--- config.mk ---
export PLATFORM = sky130hd
export DESIGN_NAME = rptr_empty
export DESIGN_NICKNAME = d
export VERILOG_FILES = /design/src/rtl/fifo_pkg.sv /design/src/rtl/gray2bin.sv /design/src/rtl/rptr_empty.sv
export SDC_FILE = /design/constraint.sdc
export NUM_CORES = 1
export LEC_CHECK = 0
export CAP_MARGIN = 20
export CORE_MARGIN = 8
export CORE_UTILIZATION = 48
export CTS_CLUSTER_DIAMETER = 30
export DETAILED_ROUTE_END_ITERATION = 12
export HOLD_SLACK_MARGIN = 0.02
export PLACE_DENSITY = 0.89
export SLEW_MARGIN = 10
export SYNTH_ARGS = -nofsm -noshare
export SYNTH_HDL_FRONTEND = slang
export SYNTH_HIERARCHICAL = 1
export SYNTH_SLANG_ARGS = --single-unit
--- constraint.sdc ---
create_clock -name clk -period 2.91 [get_ports clk]
set_clock_uncertainty 0.05 [all_clocks]
set_input_delay 0.291 -clock clk [delete_from_list [all_inputs] [get_ports clk]]
set_output_delay 0.291 -clock clk [all_outputs]
set_load 0.03 [all_outputs]
--- src/rtl/fifo_pkg.sv ---
// ---------------------------------------------------------------------------
// fifo_pkg
// Shared definitions for the read-side and write-side pointer blocks of the
// asynchronous FIFO: the default address width and the binary/Gray code
// conversion helpers. The helpers work on 32-bit vectors so that any pointer
// width up to 32 bits can use them; callers truncate the result to their own
// pointer width.
// ---------------------------------------------------------------------------
package fifo_pkg;

  // Default FIFO address width; pointers carry one extra wrap bit.
  localparam int ADDRSIZE_DEF = 4;

  // Binary to reflected Gray code.
  function automatic logic [31:0] bin2gray(input logic [31:0] b);
    return b ^ (b >> 1);
  endfunction

  // Gray code to binary. Each binary bit is the XOR of all Gray bits at or
  // above its position, so one pass from the MSB downward is enough.
  function automatic logic [31:0] gray2bin(input logic [31:0] g);
    logic [31:0] b;
    b[31] = g[31];
    for (int i = 30; i >= 0; i--) begin
      b[i] = b[i+1] ^ g[i];
    end
    return b;
  endfunction

endpackage

--- src/rtl/gray2bin.sv ---
// ---------------------------------------------------------------------------
// gray2bin
// Purely combinational Gray-to-binary converter of parameterizable width.
// Ports:
//   i_gray : W-bit Gray-coded input
//   o_bin  : W-bit binary equivalent
// ---------------------------------------------------------------------------
module gray2bin #(
  parameter int W = 5
) (
  input  logic [W-1:0] i_gray,
  output logic [W-1:0] o_bin
);

  always_comb begin
    o_bin        = '0;
    o_bin[W-1]   = i_gray[W-1];
    for (int i = W - 2; i >= 0; i--) begin
      o_bin[i] = o_bin[i+1] ^ i_gray[i];
    end
  end

endmodule

--- src/rtl/rptr_empty.sv ---
// ---------------------------------------------------------------------------
// rptr_empty
// Read-side pointer and status logic of an asynchronous FIFO. Keeps the
// binary read pointer, publishes its Gray-coded image to the write domain and
// derives empty / almost-empty / fill level from the synchronized write
// pointer. A read attempted while empty is dropped and latches a sticky
// underflow flag.
// Ports:
//   clk           : read-domain clock (only clock)
//   rst           : synchronous active-high reset
//   rinc          : read request for one entry
//   rq2_wptr      : Gray write pointer, already double-synchronized into clk
//   raddr         : RAM read address (low bits of the binary read pointer)
//   graycode_rptr : registered Gray read pointer to the write domain
//   rempty        : registered empty flag
//   raempty       : registered almost-empty flag (level <= AEMPTY_THRESH)
//   rcount        : registered fill level seen by the reader
//   rerr          : sticky underflow flag, cleared only by rst
// ---------------------------------------------------------------------------
module rptr_empty
  import fifo_pkg::*;
#(
  parameter int ADDRSIZE      = ADDRSIZE_DEF,
  parameter int AEMPTY_THRESH = 2
) (
  input  logic                clk,
  input  logic                rst,
  input  logic                rinc,
  input  logic [ADDRSIZE:0]   rq2_wptr,
  output logic [ADDRSIZE-1:0] raddr,
  output logic [ADDRSIZE:0]   graycode_rptr,
  output logic                rempty,
  output logic                raempty,
  output logic [ADDRSIZE:0]   rcount,
  output logic                rerr
);

  localparam int PW = ADDRSIZE + 1;
  localparam logic [PW-1:0] AE_TH = PW'(AEMPTY_THRESH);

  logic [PW-1:0] r_rbin;
  logic [PW-1:0] r_rgray;
  logic          r_rempty;
  logic          r_raempty;
  logic [PW-1:0] r_rcount;
  logic          r_rerr;

  logic          w_rd_ok;
  logic          w_underflow;
  logic [PW-1:0] w_rbinnext;
  logic [PW-1:0] w_rgraynext;
  logic [PW-1:0] w_wbin;
  logic [PW-1:0] w_rcount_next;
  logic          w_rempty_next;
  logic          w_raempty_next;

  // Binary image of the synchronized write pointer, for the level count.
  gray2bin #(.W(PW)) u_wptr_g2b (
    .i_gray (rq2_wptr),
    .o_bin  (w_wbin)
  );

  // A read is only accepted while not empty; the registered flag is used, so
  // there is no combinational path from rinc to any output.
  assign w_rd_ok     = rinc & ~r_rempty;
  assign w_underflow = rinc &  r_rempty;

  // Pointer arithmetic wraps naturally at 2^PW.
  assign w_rbinnext  = r_rbin + PW'(w_rd_ok);
  assign w_rgraynext = PW'(bin2gray(32'(w_rbinnext)));

  // Status is evaluated against the next pointer and the current write
  // pointer, so a read and a write-pointer update in the same cycle are
  // both accounted for.
  assign w_rempty_next  = (w_rgraynext == rq2_wptr);
  assign w_rcount_next  = w_wbin - w_rbinnext;
  assign w_raempty_next = (w_rcount_next <= AE_TH);

  // ---- register stage: pointer, flags and level ----
  always_ff @(posedge clk) begin
    if (rst) begin
      r_rbin    <= '0;
      r_rgray   <= '0;
      r_rempty  <= 1'b1;
      r_raempty <= 1'b1;
      r_rcount  <= '0;
      r_rerr    <= 1'b0;
    end else begin
      r_rbin    <= w_rbinnext;
      r_rgray   <= w_rgraynext;
      r_rempty  <= w_rempty_next;
      r_raempty <= w_raempty_next;
      r_rcount  <= w_rcount_next;
      r_rerr    <= r_rerr | w_underflow;
    end
  end

  assign raddr         = r_rbin[ADDRSIZE-1:0];
  assign graycode_rptr = r_rgray;
  assign rempty        = r_rempty;
  assign raempty       = r_raempty;
  assign rcount        = r_rcount;
  assign rerr          = r_rerr;

endmodule

# Word level (Yosys, flattened, before mapping)
# Cells that the tools add are included.
# word_totals
regBits	18
inputBits	8
output_inout_bits	17
elab_cells	19
# classes
add_sub_neg	2
n_lt_le_gt_ge	1
n_eq_ne	1
bitwise_logic	9
# op_table
operator	count
$add A5 B1 Y5	1
$eq A5 B5 Y1	1
$le A5 B2 Y1 const B	1
$sub A5 B5 Y5	1
$xor A5 B4 Y5	1
$xor A1 B1 Y1	4
$and A1 B1 Y1	2
$not A1 Y1	1
$or A1 B1 Y1	1

# Depth between registers and ports, before layout
# Gate-level depths: netlist of the first run.
# depth
ltp_word	6
mapped_depth	11
mapped_depth_nobuf	11

# Modules after synthesis
# Netlist of the first run, hierarchy kept.
# by_module_without_submodules
module	instances	cells_per_inst	area_per_inst_um2
rptr_empty	1	95	945.9
gray2bin	1	6	72.6

# Least setup slack after synthesis of the first run
# Ideal clock, no wire load.
# synth_timing
path_kind	flip-flop to flip-flop
startpoint	register r_rempty (netlist: rempty)
endpoint	register r_raempty (netlist: raempty)
setup_time_ns	0.125
arrival_ns	2.214
t_required_ns	2.735
path_slack_ns	0.521
stages_incl_launch_ff	9
n_path_buf	1
synth_period_minus_slack_ns	2.389
cell_sequence	dfxtp_1 > and3b_1 > buf_6 > ha_1 > xnor2_1 > ha_1 > or4_1 > o211ai_2 > nor4b_2
# synth_between
elab_chain_len	5
# synth_rtl
element	line	text
start, declared	rptr_empty.sv:43	logic r_rempty;
start signal, assigned	rptr_empty.sv:91	r_rempty <= w_rempty_next;
$not A1 Y1	rptr_empty.sv:65	assign w_rd_ok = rinc & ~r_rempty;
$and A1 B1 Y1	rptr_empty.sv:65	
$add A5 B1 Y5	rptr_empty.sv:69	assign w_rbinnext = r_rbin + PW'(w_rd_ok);
$sub A5 B5 Y5	rptr_empty.sv:76	assign w_rcount_next = w_wbin - w_rbinnext;
$le A5 B2 Y1	rptr_empty.sv:77	assign w_raempty_next = (w_rcount_next <= AE_TH);
end signal, assigned	rptr_empty.sv:92	r_raempty <= w_raempty_next;
end, declared	rptr_empty.sv:44	logic r_raempty;
# No other way between the ends.
# A chain may end at the register's enable or synchronous reset.

# Worst setup path in the final report of the first run
# layout_timing
startpoint	input port rq2_wptr[3]
endpoint	register r_raempty (netlist: raempty)
# layout_between
elab_chain_len	6
# layout_rtl
element	line	text
start, declared	rptr_empty.sv:29	input logic [ADDRSIZE:0] rq2_wptr,
$xor A1 B1 Y1 (*)	gray2bin.sv:19	o_bin[i] = o_bin[i+1] ^ i_gray[i];
net w_wbin[3]	rptr_empty.sv:52	logic [PW-1:0] w_wbin;
$xor A1 B1 Y1 (*) (2 in a row)	gray2bin.sv:19	
net w_wbin[1]	rptr_empty.sv:52	
$xor A1 B1 Y1	gray2bin.sv:19	
$sub A5 B5 Y5 (*)	rptr_empty.sv:76	
$le A5 B2 Y1 (*)	rptr_empty.sv:77	
# Mark *: on every way through the listed nets, which the timed path passes. The rest lies on a longest branch.

==> results.sh, run 1 <==
export IMPL_synth_cell_type_count=38
export IMPL_first_iter_violations=10
export IMPL_hp_start="rerr$_SDFF_PP0_"
export IMPL_worst_r2r_startpoint="r_rbin[0]$_SDFF_PP0_"
export IMPL_timing_final_crit_share=0.8371
export IMPL_worst_slew_pin_slew_ns=0.5584
export IMPL_synthFlopType="dfxtp_1"
export IMPL_drt_wl_total_mm=1.998
export IMPL_crit_type="in2reg"
export IMPL_irDropWorstVdd_mv=0.3181
export IMPL_cts_buffers=3
export IMPL_cp_end_kind="register"
export IMPL_fmax_ghz=0.4105
export IMPL_worstPathArrival_ns=2.56
export IMPL_grt_use_total=0.1175
export IMPL_cts_sinks=17
export IMPL_antenna_left=0
export IMPL_cts_buffer_depth=2
export IMPL_route_detailed_drc=0
export IMPL_port_buffers=24
export IMPL_yosys_warnings=6
export IMPL_critPathLaunch="rq2_wptr[3]"
export IMPL_dr_pass1_iters=3
export IMPL_vias=757
export IMPL_tns_ns=0
export IMPL_clk_latency_ns=0.28
export IMPL_crit_top_cell="xnor2_1"
export IMPL_setup_ws_ns=0.4741
export IMPL_cp_start_kind="primary input"
export IMPL_synth_nets=113
export IMPL_hold_viol=0
export IMPL_dp_hpwl_mm=1.644
export IMPL_required_ns=3.03
export IMPL_hold_class="reg2reg"
export IMPL_synthArstFlopShare=0
export IMPL_areaGrowthSynthToFinish_pct=28.87
export IMPL_initial_core_util=0.5139
export IMPL_grt_pass1_vias=738
export IMPL_maxSlewViolCount=0
export IMPL_die_w_um=62.07
export IMPL_cpMaxStageDelayCell="or4_1"
export IMPL_powerDensity_nw_per_um2=496.1
export IMPL_diodes=0
export IMPL_cp_max_fo=3
export IMPL_max_stage_delay_ns=0.55
export IMPL_crit_family="XOR/XNOR gates"
export IMPL_die_area_um2=3852
export IMPL_post_cts_resized=0
export IMPL_critPathBufInv=2
export IMPL_post_cts_buffers=0
export IMPL_core_area_um2=1982
export IMPL_synth_seq_area_share=0.3342
export IMPL_synth_area_leaders="dfxtp_1 (33%), xnor2_1 (12%), nor2_1 (5.2%)"
export IMPL_dieHeight_um=62.07
export IMPL_synth_area_leader_cell="dfxtp_1"
export IMPL_rsz0062_at_grt="no"
export IMPL_synth_edff_count=0
export IMPL_relSlewSlack=0.6266
export IMPL_routabilityCongestion=0.8397
export IMPL_yosys_register_bits=17
export IMPL_p_leak_uw=0.0005300
export IMPL_num_rows=16
export IMPL_holdWs_ns=0.4358
export IMPL_fin_crit_ns=2.436
export IMPL_antenna_found_initial=0
export IMPL_cts_clk_slew_worst_paths_ns=0.09
export IMPL_postSynthAreaPerCell_um2=10.08
export IMPL_cts_tree="done"
export IMPL_via_per_inst=4.884
export IMPL_synth_top_area_share=0.3342
export IMPL_cap_viol_max_count=0
export IMPL_synth_area_um2=1018
export IMPL_cts_htree_levels=1
export IMPL_netlist_instances=101
export IMPL_drive_above_1_share=0.1328
export IMPL_grt_pass1_wl_mm=3.291
export IMPL_pin_count=25
export IMPL_wl_per_cell_um=12.89
export IMPL_path_cells="clkdlybuf4s50_1, xor2_2, buf_4, xnor2_1, xnor2_1, ha_1, or4_1, o211ai_2, nor4b_2"
export IMPL_ctsHoldBuffers=0
export IMPL_overflow=0
export IMPL_post_place_ws_ns=0.1786
export IMPL_fin_nets=141
export IMPL_root_buffer="clkbuf_4"
export IMPL_finalSetupViolCount=0
export IMPL_grt_max_degree=16
export IMPL_status="completed"
==> layer usage <==
layer / up-vias / wire length [um] / GRT usage
met4: 0 / 33 / 0.03571
li1: 387 / - / -
met3: 6 / 157 / 0.05761
met1: 342 / 870 / 0.1347
met2: 22 / 936 / 0.1873
met5: - / 0 / 0
==> worst reg2reg max path, stage by stage, from the launching register on <==
cell	delay [ns]
dfxtp_1	0.40
and3b_1	0.24
nand3_2	0.16
xor2_4	0.22
ha_1	0.37
nand2b_1	0.07
o211ai_1	0.15
o21a_2	0.16
mux2i_1	0.28
nor4b_2	0.08
==> cells in the final DEF, fill, tap and decap left out, drive strengths merged, types with 4 or more instances in the layout <==
cell,instances
inv,4
nand2,6
ha,4
clkdlybuf4s50,24
nor2,14
nor2b,4
xor2,7
dfxtp,17
xnor2,15
==> cells by family (layout without fill, tap and decap cells) <==
kind of cell	after synthesis	count (layout)	share of synthesized area
compound gates	11	11	0.09091
simple gates	35	35	0.1793
xor+xnor	24	24	0.2678
mux	3	3	0.04177
buf+inv	7	34	0.03685
fa+ha+maj	4	4	0.04914
flops	17	17	0.3342
==> through the flow <==
stage	std cells	total power, uW	instance area, um^2	util
3_3_place_gp	151	531.0	1285	0.6484
4_1_cts	155	658.6	1313	0.6622
3_5_place_dp	151	536.6	1285	0.6484
5_1_grt	155	693.2	1313	0.6622
6_report	155	651.2	1313	0.6622
2_1_floorplan	101	452.7	1018	-
==> flip-flops by register name (all words and copies together) (netlist names) <==
signal,count
rcount,5
rerr,1
r_rbin,5
raempty,1
rempty,1
graycode_rptr,4
==> power breakdown <==
part,internal (uW),total (uW),switching [uW]
registers,257,266,8.73
clock network,51.0,120,69.3
logic,122,265,142
==> final cells by class <==
type	count	area (um^2)
clock buffer	3	22.52
tap	27	33.78
sequential	17	340.3
inverter	4	15.01
timing repair buffer	26	255.2
fill	150	669.4
multi-input combinational	77	640.6
clock inverter	1	5.005
==> Yosys cell counts (2+ instances only) <==
cell type / count
mux2i_1: 2
dfxtp_1: 17
xor2_1: 5
nor2b_1: 4
xnor2_1: 14
nand2b_1: 2
ha_1: 4
and2_1: 2
nor2_1: 14
inv_1: 4
nand2_1: 6
==> final timing paths <==
| path | end | slack, ns | depth (start not counted) |
|---|---|---|---|
| max | raempty$_SDFF_PP1_ | 0.47 | 9 |
| min | rerr$_SDFF_PP0_ | 0.44 | 2 |
| max reg2reg | raempty$_SDFF_PP1_ | 0.63 | 9 |
| min reg2reg | rerr$_SDFF_PP0_ | 0.44 | 2 |
Power figures use the tool's default switching activity.
==> run 2, diff against run 1 <==
--- a/config.mk
+++ b/config.mk
@@ -7,11 +7,11 @@
 export LEC_CHECK = 0
 export CAP_MARGIN = 20
 export CORE_MARGIN = 8
-export CORE_UTILIZATION = 48
+export CORE_UTILIZATION = 43
 export CTS_CLUSTER_DIAMETER = 30
 export DETAILED_ROUTE_END_ITERATION = 12
 export HOLD_SLACK_MARGIN = 0.02
-export PLACE_DENSITY = 0.89
+export PLACE_DENSITY = 0.85
 export SLEW_MARGIN = 10
 export SYNTH_ARGS = -nofsm -noshare
 export SYNTH_HDL_FRONTEND = slang
==> constraint.sdc (replaced) <==
create_clock -name clk -period 2 [get_ports clk]
set_clock_uncertainty 0.05 [all_clocks]
set_input_delay 0.2 -clock clk [delete_from_list [all_inputs] [get_ports clk]]
set_output_delay 0.2 -clock clk [all_outputs]
set_load 0.03 [all_outputs]
==> run 2 against run 1 <==
Net effect:
- the run now ends with setup timing left
- sequential power rose by 45%
- combinational power rose by 95%
- die area rose by 8.6%
- via count rose by 17%
- first-iteration DRC count rose by 50%
- routed wire length rose by 29%
- design area rose by 25%
- count of clock-buffer cells in the layout did not move
- sequential share of layout area fell by 4.6 points
- largest power group is now combinational cells
==> results.sh, run 2 (synthesized netlist as in run 1, its figures left out) <==
export IMPL_intPower_uw=706.4
export IMPL_rr_endpoint="raempty$_SDFF_PP1_"
export IMPL_grt_use_total=0.1280
export IMPL_dieHeight_um=64.67
export IMPL_core_area_um2=2233
export IMPL_vias=887
export IMPL_areaGrowthSynthToFinish_pct=61.06
export IMPL_pin_count=25
export IMPL_relSlewSlack=0.6789
export IMPL_hold_path_depth=3
export IMPL_p_clk_frac=0.171
export IMPL_cts_buffers=3
export IMPL_hp_start="rinc"
export IMPL_cts_buffer_depth=2
export IMPL_maxSlewViolCount=0
export IMPL_swShare=0.3509
export IMPL_cp_max_fo=3
export IMPL_seqPwrFrac=0.354
export IMPL_via_per_inst=4.874
export IMPL_antenna_left=0
export IMPL_finalSetupViolCount=2
export IMPL_initial_core_util=0.4560
export IMPL_fin_nets=167
export IMPL_violations="setup timing"
export IMPL_wl_per_cell_um=14.19
export IMPL_port_buffers=24
export IMPL_cts_htree_levels=1
export IMPL_fin_crit_ns=2.135
export IMPL_wl_met2_mm=1.359
export IMPL_crit_type="reg2reg"
export IMPL_irDropWorstVdd_mv=0.5020
export IMPL_hold_class="in2reg"
export IMPL_num_rows=17
export IMPL_first_iter_violations=15
export IMPL_reg2regPathDepth=9
export IMPL_worst_slew_pin_slew_ns=0.4801
export IMPL_required_ns=2.14
export IMPL_cp_end_kind="register"
export IMPL_worstPathArrival_ns=2.27
export IMPL_routabilityCongestion=0.8198
export IMPL_p_leak_uw=0.0006922
export IMPL_fmax_ghz=0.4684
export IMPL_worst_r2r_startpoint="rempty$_SDFF_PP1_"
export IMPL_dr_pass1_iters=2
export IMPL_dp_hpwl_mm=2.041
export IMPL_status="finished with violations"
export IMPL_grt_pass1_vias=953
export IMPL_clk_latency_ns=0.29
export IMPL_root_buffer="clkbuf_4"
export IMPL_setup_ws_ns=-0.1349
export IMPL_post_place_ws_ns=-0.5420
export IMPL_route_detailed_drc=0
export IMPL_highest_layer="met4"
export IMPL_cp_start_kind="register"
export IMPL_cts_sinks=17
export IMPL_grt_max_degree=11
export IMPL_cap_viol_max_count=0
export IMPL_grt_pass1_wl_mm=4.284
export IMPL_combPwrFrac=0.476
export IMPL_antenna_found_initial=0
export IMPL_hold_viol=0
export IMPL_final_cell_mix="buf_4 (28), clkdlybuf4s50_1 (18), dfxtp_1 (14)"
export IMPL_holdWs_ns=0.2794
export IMPL_diodes=0
export IMPL_worstHoldEndpoint="rerr$_SDFF_PP0_"
export IMPL_die_w_um=64.67
export IMPL_drive_above_1_share=0.4091
export IMPL_cts_clk_slew_worst_paths_ns=0.10
export IMPL_final_common_cell="buf_4"
export IMPL_drt_met1_wl_mm=1.081
export IMPL_overflow=0
export IMPL_cts_tree="done"
export IMPL_rrSetupSlack_ns=-0.13
export IMPL_dr_wl_met3_um=126
export IMPL_rsz0062_at_grt="yes"
export IMPL_drt_wl_total_mm=2.582
export IMPL_powerDensity_nw_per_um2=663.4
export IMPL_p_sw_uw=381.8
export IMPL_timing_final_crit_share=1.067
export IMPL_die_area_um2=4182
export IMPL_fillers=174
[run 2: cell count changes in the layout (fill, tap and decap cells not counted), moves of 2 or more]
cell / change
ha_1: -4
buf_4: +26
xnor2_1: -3
xnor2_2: +2
dlygate4sd2_1: +6
dfxtp_1: -3
dfxtp_4: +2
clkdlybuf4s50_1: -6
ha_4: +3
[run 2: how the worst max path moves through the flow]
stage / start / end / slack, ns
floorplan: rempty$_SDFF_PP1_ / raempty$_SDFF_PP1_ / -0.14
global placement: rq2_wptr[4] / raempty$_SDFF_PP1_ / -0.49
detailed placement: rinc / raempty$_SDFF_PP1_ / -0.54
CTS: rempty$_SDFF_PP1_ / raempty$_SDFF_PP1_ / -0.13
global route: rempty$_SDFF_PP1_ / raempty$_SDFF_PP1_ / -0.26
finish: rempty$_SDFF_PP1_ / raempty$_SDFF_PP1_ / -0.13
[run 2: power by group through the flow]
stage | registers (uW) | logic, uW | clock network, uW
global placement | 392 | 435 | 0
global route | 388 | 553 | 204
detailed placement | 393 | 448 | 0
floorplan | 469 | 199 | 0
CTS | 385 | 469 | 192
finish | 385 | 518 | 186
[run 2: timing repair]
item | in CTS | in global routing
resized for setup | 15 | 9
hold buffers | 0 | 0
setup buffers | 2 | 2
setup endpoints to repair | 3 | 3
pin swaps | 5 | 8
[run 2: metrics by stage]
stage	cells	utilization	total power, uW	setup TNS (ns)	area [um^2]
after floorplan	101	-	668.5	-0.1799	1066
after global placement	174	0.6711	826.9	-1.945	1499
after detailed placement	174	0.6711	840.8	-2.272	1499
after CTS	180	0.7070	1045	-0.1638	1579
after global routing	182	0.7345	1144	-0.4039	1640
final	182	0.7345	1088	-0.1700	1640
[run 2: routing by layer]
layer | global-route usage | up-vias
li1 | - | 435
met1 | 0.1349 | 431
met2 | 0.2348 | 19
met3 | 0.03608 | 2
met4 | 0.04905 | 0
met5 | 0 | -
[run 2: cell type report]
| cell class | instances | area [um^2] | share of cell area |
|---|---|---|---|
| clock buffers | 3 | 22.52 | 0.01373 |
| clock inverters | 1 | 5.005 | 0.003051 |
| inverters | 4 | 15.01 | 0.009153 |
| multi-input cells | 77 | 770.7 | 0.4699 |
| flip-flops and latches | 17 | 349.1 | 0.2128 |
| well taps | 28 | 35.03 | 0.02136 |
| repair buffers | 52 | 442.9 | 0.2700 |
[run 2: critical path, stage by stage (launching register included)]
cell and delay, ns:
dfxtp_4 0.35, and3b_2 0.31, nand3_4 0.12, xor2_4 0.18, ha_4 0.31, nand2b_4 0.05, o211ai_1 0.17, o21a_2 0.19
mux2i_4 0.24, nor4b_2 0.07
==> run 3, diff against run 2 <==
--- a/config.mk
+++ b/config.mk
@@ -11,7 +11,8 @@
 export CTS_CLUSTER_DIAMETER = 30
 export DETAILED_ROUTE_END_ITERATION = 12
 export HOLD_SLACK_MARGIN = 0.02
-export PLACE_DENSITY = 0.85
+export PLACE_DENSITY_LB_ADDON = 0.15
+export SKIP_LAST_GASP = 1
 export SLEW_MARGIN = 10
 export SYNTH_ARGS = -nofsm -noshare
 export SYNTH_HDL_FRONTEND = slang
==> run 3 against run 2 <==
Net effect:
- the flow still finishes with violations (setup timing)
- core utilization fell by 2.0 points
- via count fell by 4.6%
- fmax shrank 1.7%
- combinational power down 6.9%
- hold slack gained 0.024 ns
- cell count down 1.1%
- design area down 2.7%
- global-route usage down 0.60 points
- largest cell class unchanged
==> results.sh, run 3 (synthesized netlist as in run 1, its figures left out) <==
export IMPL_fin_crit_ns=2.173
export IMPL_drt_met1_wl_mm=1.020
export IMPL_cts_htree_levels=1
export IMPL_wl_per_cell_um=13.18
export IMPL_antenna_left=0
export IMPL_cap_viol_max_count=0
export IMPL_p_clk_frac=0.174
export IMPL_cp_max_fo=3
export IMPL_via_per_inst=4.700
export IMPL_swShare=0.3422
export IMPL_cts_buffers=3
export IMPL_maxSlewViolCount=0
export IMPL_fin_nets=165
export IMPL_hold_viol=0
export IMPL_dr_pass1_iters=5
export IMPL_grt_pass1_vias=876
export IMPL_dr_wl_met3_um=123
export IMPL_grt_pass1_wl_mm=4.091
export IMPL_cts_tree="done"
export IMPL_cp_start_kind="register"
export IMPL_required_ns=2.15
export IMPL_pin_count=25
export IMPL_cts_buffer_depth=2
export IMPL_cp_end_kind="register"
export IMPL_timing_final_crit_share=1.086
export IMPL_num_rows=17
export IMPL_route_detailed_drc=0
export IMPL_drive_above_1_share=0.3684
export IMPL_overflow=0
export IMPL_wl_met2_mm=1.198
export IMPL_root_buffer="clkbuf_4"
export IMPL_diodes=0
export IMPL_final_cell_mix="buf_4 (25), clkdlybuf4s50_1 (18), nor2_1 (14), dfxtp_1 (14), xnor2_1 (12)"
export IMPL_antenna_found_initial=0
export IMPL_worst_slew_pin_slew_ns=0.3376
export IMPL_core_area_um2=2233
export IMPL_design_area_um2=1597
export IMPL_postPlaceCellArea_um2=1491
export IMPL_cts_sinks=17
export IMPL_rsz0062_at_grt="yes"
export IMPL_tns_ns=-0.3389
export IMPL_routabilityCongestion=0.8087
export IMPL_powerDensity_nw_per_um2=659.5
export IMPL_crit_type="reg2reg"
export IMPL_dp_hpwl_mm=1.962
export IMPL_grt_max_degree=10
export IMPL_drt_wl_total_mm=2.372
export IMPL_intPower_uw=692.7
export IMPL_hold_class="in2reg"
export IMPL_seqPwrFrac=0.369
export IMPL_combPwrFrac=0.458
export IMPL_cts_clk_slew_worst_paths_ns=0.10
export IMPL_clk_latency_ns=0.29
export IMPL_highest_layer="met4"
export IMPL_p_sw_uw=360.3
export IMPL_status="finished with violations"
export IMPL_worstPathArrival_ns=2.33
export IMPL_setup_ws_ns=-0.1729
export IMPL_dieHeight_um=64.67
export IMPL_port_buffers=24
export IMPL_die_w_um=64.67
export IMPL_vias=846
export IMPL_finalSetupViolCount=2
export IMPL_areaGrowthSynthToFinish_pct=56.76
export IMPL_final_common_cell="buf_4"
export IMPL_violations="setup timing"
export IMPL_irDropWorstVdd_mv=0.5522
export IMPL_first_iter_violations=34
export IMPL_grt_use_total=0.1220
export IMPL_initial_core_util=0.4560
export IMPL_die_area_um2=4182
export IMPL_p_leak_uw=0.0006677
export IMPL_relSlewSlack=0.7733
export IMPL_fmax_ghz=0.4602
-- run 3: cell count changes in the layout (fill, tap and decap cells not counted), sizes merged --
cell	change
clkinv	-1
clkbuf	+1
buf	-2
-- run 3: through the flow --
step / instances / setup WS (ns) / total power (uW) / util / hold slack [ns]
floorplan: 101 / -0.1381 / 668.5 / - / 0.2280
global placement: 173 / -0.5443 / 829.2 / 0.6678 / 0.4040
detailed placement: 173 / -0.5844 / 837.9 / 0.6678 / 0.4412
CTS: 179 / -0.2025 / 1035 / 0.6980 / 0.3011
global route: 180 / -0.2845 / 1116 / 0.7148 / 0.3250
finish: 180 / -0.1729 / 1053 / 0.7148 / 0.3036
-- run 3: what timing repair did --
| item | 4_1_cts | 5_1_grt |
|---|---|---|
| setup buffers | 2 | 1 |
| hold buffers | 0 | 0 |
| pin swaps | 9 | 6 |
| resized for setup | 15 | 5 |
| endpoints found under the setup margin | 4 | 4 |
| endpoints found under the hold margin | 0 | 0 |
-- run 3: path summary, 6_finish.rpt --
kind,startpoint,endpoint,slack (ns),cells after the start
max,rempty$_SDFF_PP1_,raempty$_SDFF_PP1_,-0.17,11
min,rinc,rerr$_SDFF_PP0_,0.30,3
max reg2reg,rempty$_SDFF_PP1_,raempty$_SDFF_PP1_,-0.17,11
min reg2reg,rerr$_SDFF_PP0_,rerr$_SDFF_PP0_,0.45,2
-- run 3: routing by layer --
layer,up-vias,global-route usage
met5,-,0
met4,0,0.04905
met3,4,0.03265
met2,19,0.2099
met1,391,0.1399
li1,432,-
-- run 3: worst max-delay path: stages, from the launching register on --
cell	delay (ns)
dfxtp_4	0.36
buf_6	0.12
nor2b_4	0.12
xor2_2	0.21
ha_2	0.22
inv_2	0.05
ha_4	0.16
nor2_1	0.09
o21ai_1	0.07
o21a_2	0.25
mux2i_4	0.19
nor4b_2	0.20
-- run 3: cell type report --
type / count / area, um^2
Clock buffer: 4 / 26.28
Fill cell: 175 / 636.9
Inverter: 4 / 15.01
Multi-Input combinational cell: 77 / 739.5
Sequential cell: 17 / 349.1
Tap cell: 28 / 35.03
Timing Repair Buffer: 50 / 431.7
-- run 3: power groups by stage --
| stage | registers (uW) | logic, uW | clock network (uW) |
|---|---|---|---|
| after floorplan | 469 | 199 | 0 |
| after global placement | 395 | 434 | 0 |
| after detailed placement | 395 | 443 | 0 |
| after CTS | 388 | 457 | 190 |
| after global routing | 392 | 520 | 204 |
| final | 388 | 482 | 183 |
